==> src/rtl/seg_scan_controller_if.sv <==
// ---------------------------------------------------------------------------
// seg_scan_controller_if
//   Bundles the value/display signals of the seven-segment scan controller.
//
//   Signals
//     en          1 = scan, 0 = display dark
//     value       packed nibbles, digit 0 in value[3:0] (rightmost digit)
//     dp_mask     1 = light decimal point of digit i
//     hex_out     nibble presented to the shared hex decoder
//     seg_in      decoder segments {g..a}, active-low, combinational from hex_out
//     seg_out     gated segments to the pins, active-low
//     dp_out      decimal point, active-low
//     an_out      anodes, active-low, at most one low
//     digit_idx   index of the digit currently selected
//     frame_tick  one-cycle pulse at the start of each frame
//
//   Modports
//     master  the scan controller (drives the display side)
//     slave   the system / board side (drives en, value, dp_mask, seg_in)
// ---------------------------------------------------------------------------
interface seg_scan_controller_if #(
    parameter int NUM_DIGITS = 4
);
    logic                      en;
    logic [4*NUM_DIGITS-1:0]   value;
    logic [NUM_DIGITS-1:0]     dp_mask;
    logic [3:0]                hex_out;
    logic [6:0]                seg_in;
    logic [6:0]                seg_out;
    logic                      dp_out;
    logic [NUM_DIGITS-1:0]     an_out;
    logic [2:0]                digit_idx;
    logic                      frame_tick;

    modport master (
        input  en, value, dp_mask, seg_in,
        output hex_out, seg_out, dp_out, an_out, digit_idx, frame_tick
    );

    modport slave (
        output en, value, dp_mask, seg_in,
        input  hex_out, seg_out, dp_out, an_out, digit_idx, frame_tick
    );
endinterface

==> src/rtl/seg_scan_controller.sv <==
// ---------------------------------------------------------------------------
// seg_scan_controller
//   Time-multiplexes one shared combinational hex-to-seven-segment decoder
//   across NUM_DIGITS common-anode digits. Each digit gets a BLANK slot (all
//   anodes off, decoder nibble settles) followed by an ON slot (its anode low,
//   decoder segments passed to the pins).
//
//   Ports
//     clk    system clock, rising edge
//     reset  asynchronous, active-high
//     bus    seg_scan_controller_if.master (en, value, dp_mask, seg_in in;
//            hex_out, seg_out, dp_out, an_out, digit_idx, frame_tick out)
//
//   Parameters
//     NUM_DIGITS    digits scanned, 2..8
//     ON_CYCLES     clk cycles each digit is lit, >= 1
//     BLANK_CYCLES  clk cycles all anodes are off before each digit, >= 1
//
//   Build option
//     LEADING_ZERO_BLANK_EN  when defined, leading zero digits (i > 0, no
//                            decimal point) stay dark during their ON slot.
// ---------------------------------------------------------------------------
module seg_scan_controller #(
    parameter int NUM_DIGITS   = 4,
    parameter int ON_CYCLES    = 50000,
    parameter int BLANK_CYCLES = 16
) (
    input  logic                    clk,
    input  logic                    reset,
    seg_scan_controller_if.master   bus
);

    localparam int MAX_CYC = (ON_CYCLES > BLANK_CYCLES) ? ON_CYCLES : BLANK_CYCLES;
    localparam int TW      = $clog2(MAX_CYC + 1);

    localparam logic [TW-1:0] ON_LOAD    = TW'(ON_CYCLES - 1);
    localparam logic [TW-1:0] BLANK_LOAD = TW'(BLANK_CYCLES - 1);
    localparam logic [2:0]    LAST_IDX   = 3'(NUM_DIGITS - 1);

    typedef enum logic [1:0] {
        IDLE  = 2'd0,
        BLANK = 2'd1,
        ON    = 2'd2
    } state_t;

    state_t                    r_state;
    logic [TW-1:0]             r_timer;
    logic [4*NUM_DIGITS-1:0]   r_snap;
    logic [NUM_DIGITS-1:0]     r_dp_snap;
    logic [NUM_DIGITS-1:0]     r_blank;
    logic [2:0]                r_idx;
    logic [3:0]                r_hex;
    logic [NUM_DIGITS-1:0]     r_an;
    logic                      r_dp;
    logic                      r_lit;
    logic                      r_tick;

    logic [NUM_DIGITS-1:0]     w_sel;
    logic                      w_cur_blank;
    logic                      w_cur_dp;
    logic                      w_start;
    logic [NUM_DIGITS-1:0]     w_blank;
`ifdef LEADING_ZERO_BLANK_EN
    logic                      w_zero;
`endif

    // Select nibble i of a packed value without an oversized dynamic index.
    function automatic logic [3:0] nibble(input logic [4*NUM_DIGITS-1:0] v,
                                          input logic [2:0] i);
        logic [3:0] n;
        n = 4'd0;
        for (int k = 0; k < NUM_DIGITS; k++) begin
            if (3'(k) == i) n = v[4*k +: 4];
        end
        return n;
    endfunction

    // One-hot mask of the selected digit; used for anode, dp and blank lookup.
    assign w_sel       = NUM_DIGITS'(1) << r_idx;
    assign w_cur_blank = |(r_blank & w_sel);
    assign w_cur_dp    = |(r_dp_snap & w_sel);

    // A new frame begins from IDLE, or after the last digit's ON slot expires.
    assign w_start = bus.en &&
                     ((r_state == IDLE) ||
                      (r_state == ON && r_timer == '0 && r_idx == LAST_IDX));

    // Leading-zero mask, evaluated against the live inputs and captured with
    // the frame snapshot. Scans from the top digit down; digit 0 never blanks.
    always_comb begin
        w_blank = '0;
`ifdef LEADING_ZERO_BLANK_EN
        w_zero = 1'b1;
        for (int k = NUM_DIGITS - 1; k >= 1; k--) begin
            w_zero     = w_zero & (bus.value[4*k +: 4] == 4'd0);
            w_blank[k] = w_zero & ~bus.dp_mask[k];
        end
`endif
    end

    always_ff @(posedge clk or posedge reset) begin
        if (reset) begin
            r_state   <= IDLE;
            r_timer   <= '0;
            r_snap    <= '0;
            r_dp_snap <= '0;
            r_blank   <= '0;
            r_idx     <= 3'd0;
            r_hex     <= 4'd0;
            r_an      <= '1;
            r_dp      <= 1'b1;
            r_lit     <= 1'b0;
            r_tick    <= 1'b0;
        end else begin
            r_tick <= 1'b0;
            if (!bus.en) begin
                r_state <= IDLE;
                r_timer <= '0;
                r_idx   <= 3'd0;
                r_an    <= '1;
                r_dp    <= 1'b1;
                r_lit   <= 1'b0;
            end else begin
                case (r_state)
                    IDLE: ;
                    BLANK: begin
                        if (r_timer == '0) begin
                            r_state <= ON;
                            r_timer <= ON_LOAD;
                            r_an    <= w_cur_blank ? '1 : ~w_sel;
                            r_lit   <= ~w_cur_blank;
                            r_dp    <= ~(w_cur_dp & ~w_cur_blank);
                        end else begin
                            r_timer <= r_timer - TW'(1);
                        end
                    end
                    ON: begin
                        if (r_timer == '0) begin
                            r_state <= BLANK;
                            r_timer <= BLANK_LOAD;
                            r_an    <= '1;
                            r_lit   <= 1'b0;
                            r_dp    <= 1'b1;
                            // hex_out moves only on BLANK entry so the decoder
                            // output settles while all anodes are off.
                            r_idx   <= r_idx + 3'd1;
                            r_hex   <= nibble(r_snap, r_idx + 3'd1);
                        end else begin
                            r_timer <= r_timer - TW'(1);
                        end
                    end
                    default: r_state <= IDLE;
                endcase

                // Frame start overrides the digit advance of the last ON slot.
                if (w_start) begin
                    r_state   <= BLANK;
                    r_timer   <= BLANK_LOAD;
                    r_idx     <= 3'd0;
                    r_snap    <= bus.value;
                    r_dp_snap <= bus.dp_mask;
                    r_blank   <= w_blank;
                    r_hex     <= bus.value[3:0];
                    r_tick    <= 1'b1;
                end
            end
        end
    end

    assign bus.hex_out    = r_hex;
    assign bus.seg_out    = r_lit ? bus.seg_in : 7'h7F;
    assign bus.dp_out     = r_dp;
    assign bus.an_out     = r_an;
    assign bus.digit_idx  = r_idx;
    assign bus.frame_tick = r_tick;

endmodule

==> src/flat_wrapper.sv <==
// flat-port wrapper written by rule: the top's interface ports become plain ports
module seg_scan_controller_flat 
#(
    parameter int NUM_DIGITS   = 4,
    parameter int ON_CYCLES    = 50000,
    parameter int BLANK_CYCLES = 16
)
  (clk, reset, bus_en, bus_value, bus_dp_mask, bus_seg_in, bus_hex_out, bus_seg_out, bus_dp_out, bus_an_out, bus_digit_idx, bus_frame_tick);
  seg_scan_controller_if #(.NUM_DIGITS(NUM_DIGITS)) bus_i ();
  input  logic clk;
  input  logic reset;
  input wire logic [$bits(bus_i.en)-1:0] bus_en;
  input wire logic [$bits(bus_i.value)-1:0] bus_value;
  input wire logic [$bits(bus_i.dp_mask)-1:0] bus_dp_mask;
  input wire logic [$bits(bus_i.seg_in)-1:0] bus_seg_in;
  output wire logic [$bits(bus_i.hex_out)-1:0] bus_hex_out;
  output wire logic [$bits(bus_i.seg_out)-1:0] bus_seg_out;
  output wire logic [$bits(bus_i.dp_out)-1:0] bus_dp_out;
  output wire logic [$bits(bus_i.an_out)-1:0] bus_an_out;
  output wire logic [$bits(bus_i.digit_idx)-1:0] bus_digit_idx;
  output wire logic [$bits(bus_i.frame_tick)-1:0] bus_frame_tick;
  assign bus_i.en = bus_en;
  assign bus_i.value = bus_value;
  assign bus_i.dp_mask = bus_dp_mask;
  assign bus_i.seg_in = bus_seg_in;
  assign bus_hex_out = bus_i.hex_out;
  assign bus_seg_out = bus_i.seg_out;
  assign bus_dp_out = bus_i.dp_out;
  assign bus_an_out = bus_i.an_out;
  assign bus_digit_idx = bus_i.digit_idx;
  assign bus_frame_tick = bus_i.frame_tick;
  seg_scan_controller #(.NUM_DIGITS(NUM_DIGITS), .ON_CYCLES(ON_CYCLES), .BLANK_CYCLES(BLANK_CYCLES)) u_core (.clk(clk), .reset(reset), .bus(bus_i));
endmodule
==> config.mk <==
export PLATFORM = sky130hd
export DESIGN_NAME = seg_scan_controller_flat
export DESIGN_NICKNAME = d
export VERILOG_FILES = /design/src/rtl/seg_scan_controller_if.sv /design/src/rtl/seg_scan_controller.sv /design/src/flat_wrapper.sv
export SDC_FILE = /design/constraint.sdc
export NUM_CORES = 1
export LEC_CHECK = 0
export CAP_MARGIN = 20
export CORE_UTILIZATION = 59
export CTS_BUF_LIST = sky130_fd_sc_hd__clkbuf_2 sky130_fd_sc_hd__clkbuf_4 sky130_fd_sc_hd__clkbuf_8
export DETAILED_ROUTE_END_ITERATION = 8
export GPL_TIMING_DRIVEN = 0
export PLACE_DENSITY = 0.93
export SLEW_MARGIN = 20
export SYNTH_ARGS = -nofsm -noshare
export SYNTH_HDL_FRONTEND = slang
export SYNTH_SLANG_ARGS = --single-unit
==> constraint.sdc <==
create_clock -name clk -period 6.25 [get_ports clk]
set_clock_uncertainty 0.15 [all_clocks]
set_input_delay 1.25 -clock clk [delete_from_list [all_inputs] [get_ports clk]]
set_output_delay 1.25 -clock clk [all_outputs]
set_load 0.005 [all_outputs]
Word-level counts from Yosys, hierarchy flattened
Cells that the tools add are included. W data, S select, Z words.

Bits in registers: 52. Bits of input ports: 30. Output and inout port bits: 20. Word-level logic and storage cells: 81.

$add $sub $neg: 2. Eq/ne operators: 15. Shifts and indexed selects: 1. Mux-type cells: 35. Bitwise logic cells: 3. Reduce and logical (&&, ||, !) cells: 15.

Operators by type and width (number): $mux W16 (4); $mux W4 (10); $pmux W16 S2 (1); $logic_not A16 Y1 (1); $sub A16 B1 Y16 const B (1); $mux W3 (4); $ne A3 B1 Y1 const B (3); $reduce_and A3 Y1 (3); $mux W2 (4); $pmux W4 S2 (1); $mux W1 (7); $mux W7 (1); $eq A2 B3 Y1 const A (2); $ne A3 B2 Y1 const B (2); $pmux W2 S3 (1); $and A4 B4 Y4 (1); $ne A4 B1 Y1 const B (1); $ne A4 B2 Y1 const B (1); $ne A4 B3 Y1 const B (1); $not A4 Y4 (1); $pmux W1 S2 (2); $reduce_and A2 Y1 (2); $reduce_bool A2 Y1 (2); $reduce_or A4 Y1 (1); other kinds (12) (14).

Depth between registers and ports, before layout
Depth in word-level cells: 9. Gate-level depth with buffers: 9. Gate-level depth less buffers: 7.

Worst setup path after synthesis
Ideal clock, no wire load.

Path type: input to output. Start point: input port bus_seg_in[0]. End point: output port bus_seg_out[0]. Arrival time: 1.381 ns. Data required time: 4.850 ns. Setup slack: 3.469 ns. Stages: 1. Cells stage by stage: nand2b_1.

Cells in the longest elaborated chain, start to end: 1.

Ends and longest elaborated chain: start, declared (RTL line flat_wrapper.sv:15) `input wire logic [$bits(bus_i.seg_in)-1:0] bus_seg_in;`; $mux W7 (RTL line seg_scan_controller.sv:171) `assign bus.seg_out = r_lit ? bus.seg_in : 7'h7F;`; end, declared (RTL line flat_wrapper.sv:17) `output wire logic [$bits(bus_i.seg_out)-1:0] bus_seg_out;`.

No other way between the ends.

Worst setup path in the final report
Start point: input port bus_seg_in[4]. End point: output port bus_seg_out[4].

Same word-level chain as after synthesis.

==> flow_summary.yaml <==
die:
  die_area_sq_mm: 0.00529
  die_h_um: 72.7
  placement_rows: 25
  start_util_pct: 62.0
  die_w_um: 72.7
  core-area_sq_mm: 0.00475
  io_pins: 50
clocking:
  clockBufferDepth: 2
  cts_root_buffer: "clkbuf_8"
  cts_resized: 0
  clkSlewWorstSetupHoldPaths_ps: 90
  h-tree-depth: 2
  clock_sinks: 52
  insertion_delay_ps: 310
  cts_tree: "done"
  postCtsHoldBufs: 0
  numCtsBuffers: 5
  cts_setup_buffers: 0
logic_synthesis:
  ys.flop_type: "dfrtp_1"
  yosys.area_share.simple_pct: 19.0
  synthXorXnorAreaFrac_pct: 2.38
  ys_ff_latch: 52
  syn_area_sq_mm: 0.00295
  yosys.area.top_type_share_pct: 39.9
  async_flop_share_pct: 100
  yosys_warnings: 0
  synth_top_family_by_area: "simple AND/OR/NAND/NOR gates"
  synthCells: 292
  syn-mean-instance-area_sq_um: 10.1
  synthTopCellsByArea: "dfrtp_1, ha_1, mux2_4"
  yosys.area_share.adder_pct: 5.01
  synth_nets: 333
  synth_cell_types: 52
  synth_compound_area_share_pct: 15.8
  synthMuxAreaShare_pct: 8.78
  netlist.top_cell.by_area: "dfrtp_1"
  synth-edff-count: 0
  ys_seq_area_share_pct: 44.3
finish:
  final_common_cell: "clkdlybuf4s50_1"
  most-common-layout-cells: "clkdlybuf4s50_1, dfrtp_1, a21oi_1"
  finalNetCount: 390
  drive_gt1_share_pct: 13.4
  syn_to_final_growth_pct: 23.9
  diodes: 0
  instances_no_fill: 417
  final_util_pct: 76.9
timing:
  fmax_ghz: 0.270
  hold_ws_ps: 363
  setup_tns_ps: 0
  rsz0062_at_grt: "false"
  fin_ws_ps: 2540
  min_period_ps: 3710
  post-route-period-util_pct: 59.3
  tightest_slew_ps: 536
  relSlewSlack_pct: 64.0
  hold_viol: 0
  setup_viol: 0
  slew_viol_final: 0
setup_path:
  path_class: "in2out"
  cp_data_arrival_time_ps: 2310
  crit_required_ps: 4850
  cp_max_fo: 1
  critPathCaptureType: "output pin"
  worst_setup_path_start_kind: "input pin"
place:
  numPortBuffers: 49
  pre_cts_slack_ps: 2530
  dp.final_hpwl_mm: 4.86
  gp_congestion: 0.995
  placed_cells: 409
outcome:
  status: "complete, no violations"
route:
  drt-initial-drc-count: 226
  vias: 2477
  routed_wl_mm: 6.64
  routedWlPerCell_um: 15.9
  routed_via_density: 5.94
  drc: 0
  dr.pass1.iters: 4
  antenna_left: 0
pwr:
  power_leakage_nw: 1.53
  powerDensity_mw_per_mm2: 276
  ir_worst_vdd_v: 0.000169
hold_path:
  hold_path_class: "reg2reg"
global_routing:
  track_usage_pct: 26.8
  antenna_found_initial: 0
  grt_pass1_vias: 2349
  grt-ovfl-total: 0
  grt_max_degree: 36
  grt_pass1_wl_mm: 10.8
flow_run:
  drv_cap: 0
final timing paths:
kind,start,to,slack [ps],cells past startpoint
max,bus_seg_in[4],bus_seg_out[4],2540,3
min,u_core.bus.hex_out[2],u_core.bus.hex_out[2],360,1
max reg2reg,u_core.r_timer[0],u_core.bus.hex_out[0],3680,7
min reg2reg,u_core.bus.hex_out[2],u_core.bus.hex_out[2],360,1
max in group asynchronous,reset,u_core.bus.an_out[3],4280,3
min in group asynchronous,reset,u_core.r_snap[8],1090,2
through the flow:
stage | area [sq um] | power [mW]
3_3_place_gp | 3520 | 0.765
3_5_place_dp | 3540 | 0.779
6_report | 3650 | 1.01
4_1_cts | 3650 | 1.01
5_1_grt | 3650 | 1.06
2_1_floorplan | 2950 | 0.660
power by group:
part,internal [mW],switching (mW),total [mW]
Clock,0.123,0.109,0.232
Combinational,0.176,0.154,0.330
Sequential,0.398,0.0495,0.448
flip-flops by register name, indices dropped and copies added (netlist names):
| name | count |
|---|---|
| u_core.r_state | 2 |
| u_core.bus.dp_out | 1 |
| u_core.r_timer | 16 |
| u_core.r_lit | 1 |
| u_core.r_snap | 16 |
| u_core.bus.hex_out | 4 |
| u_core.bus.frame_tick | 1 |
| u_core.bus.an_out | 4 |
| u_core.bus.digit_idx | 3 |
| u_core.r_dp_snap | 4 |
critical path, stage by stage:
cell and delay (ps):
clkdlybuf4s50_1 450, nand2b_1 110, clkdlybuf4s50_1 500
routing by layer:
layer	part of all wire [%]	vias up	global-route usage, %
li1	-	1169	-
met1	45	1199	36.8
met2	48	96	42.9
met3	6.2	13	4.70
met4	1.6	0	9.80
met5	0	-	0
kinds of logic (layout without fill, tap and decap cells):
group                      count (synthesis)  in the layout
muxes                                     20             20
DFF                                       52             52
buffers and inverters                     30             88
xor gates and xnor gates                   8              8
AOI/OAI and AO/OA                         75             75
adders and majority gates                 12             12
and+or+nand+nor                           95             95
synthesized netlist by cell type (4+ instances only):
library cell and number:
ha_1 11, nand2b_1 8, a22oi_1 4, nand2_1 17
nand4_1 4, dfrtp_1 47, nor2b_1 4, xor2_1 7
mux2_4 9, nor4b_1 4, a21oi_1 24, a221o_1 4
nand3_1 13, dfstp_2 5, o21ai_0 22, o22ai_1 5
nor2_1 20, mux2_2 11, clkbuf_1 10, inv_1 15
layout make-up:
| class | count | area [sq um] |
|---|---|---|
| Buffer | 15 | 80.1 |
| Clock buffer | 6 | 76.3 |
| Clock inverter | 2 | 35.0 |
| Fill cell | 331 | 1100 |
| Inverter | 15 | 56.3 |
| Multi-Input combinational cell | 210 | 1510 |
| Sequential cell | 52 | 1310 |
| Tap cell | 67 | 83.8 |
| Timing Repair Buffer | 50 | 510 |
(Power assumes the default switching activity.)
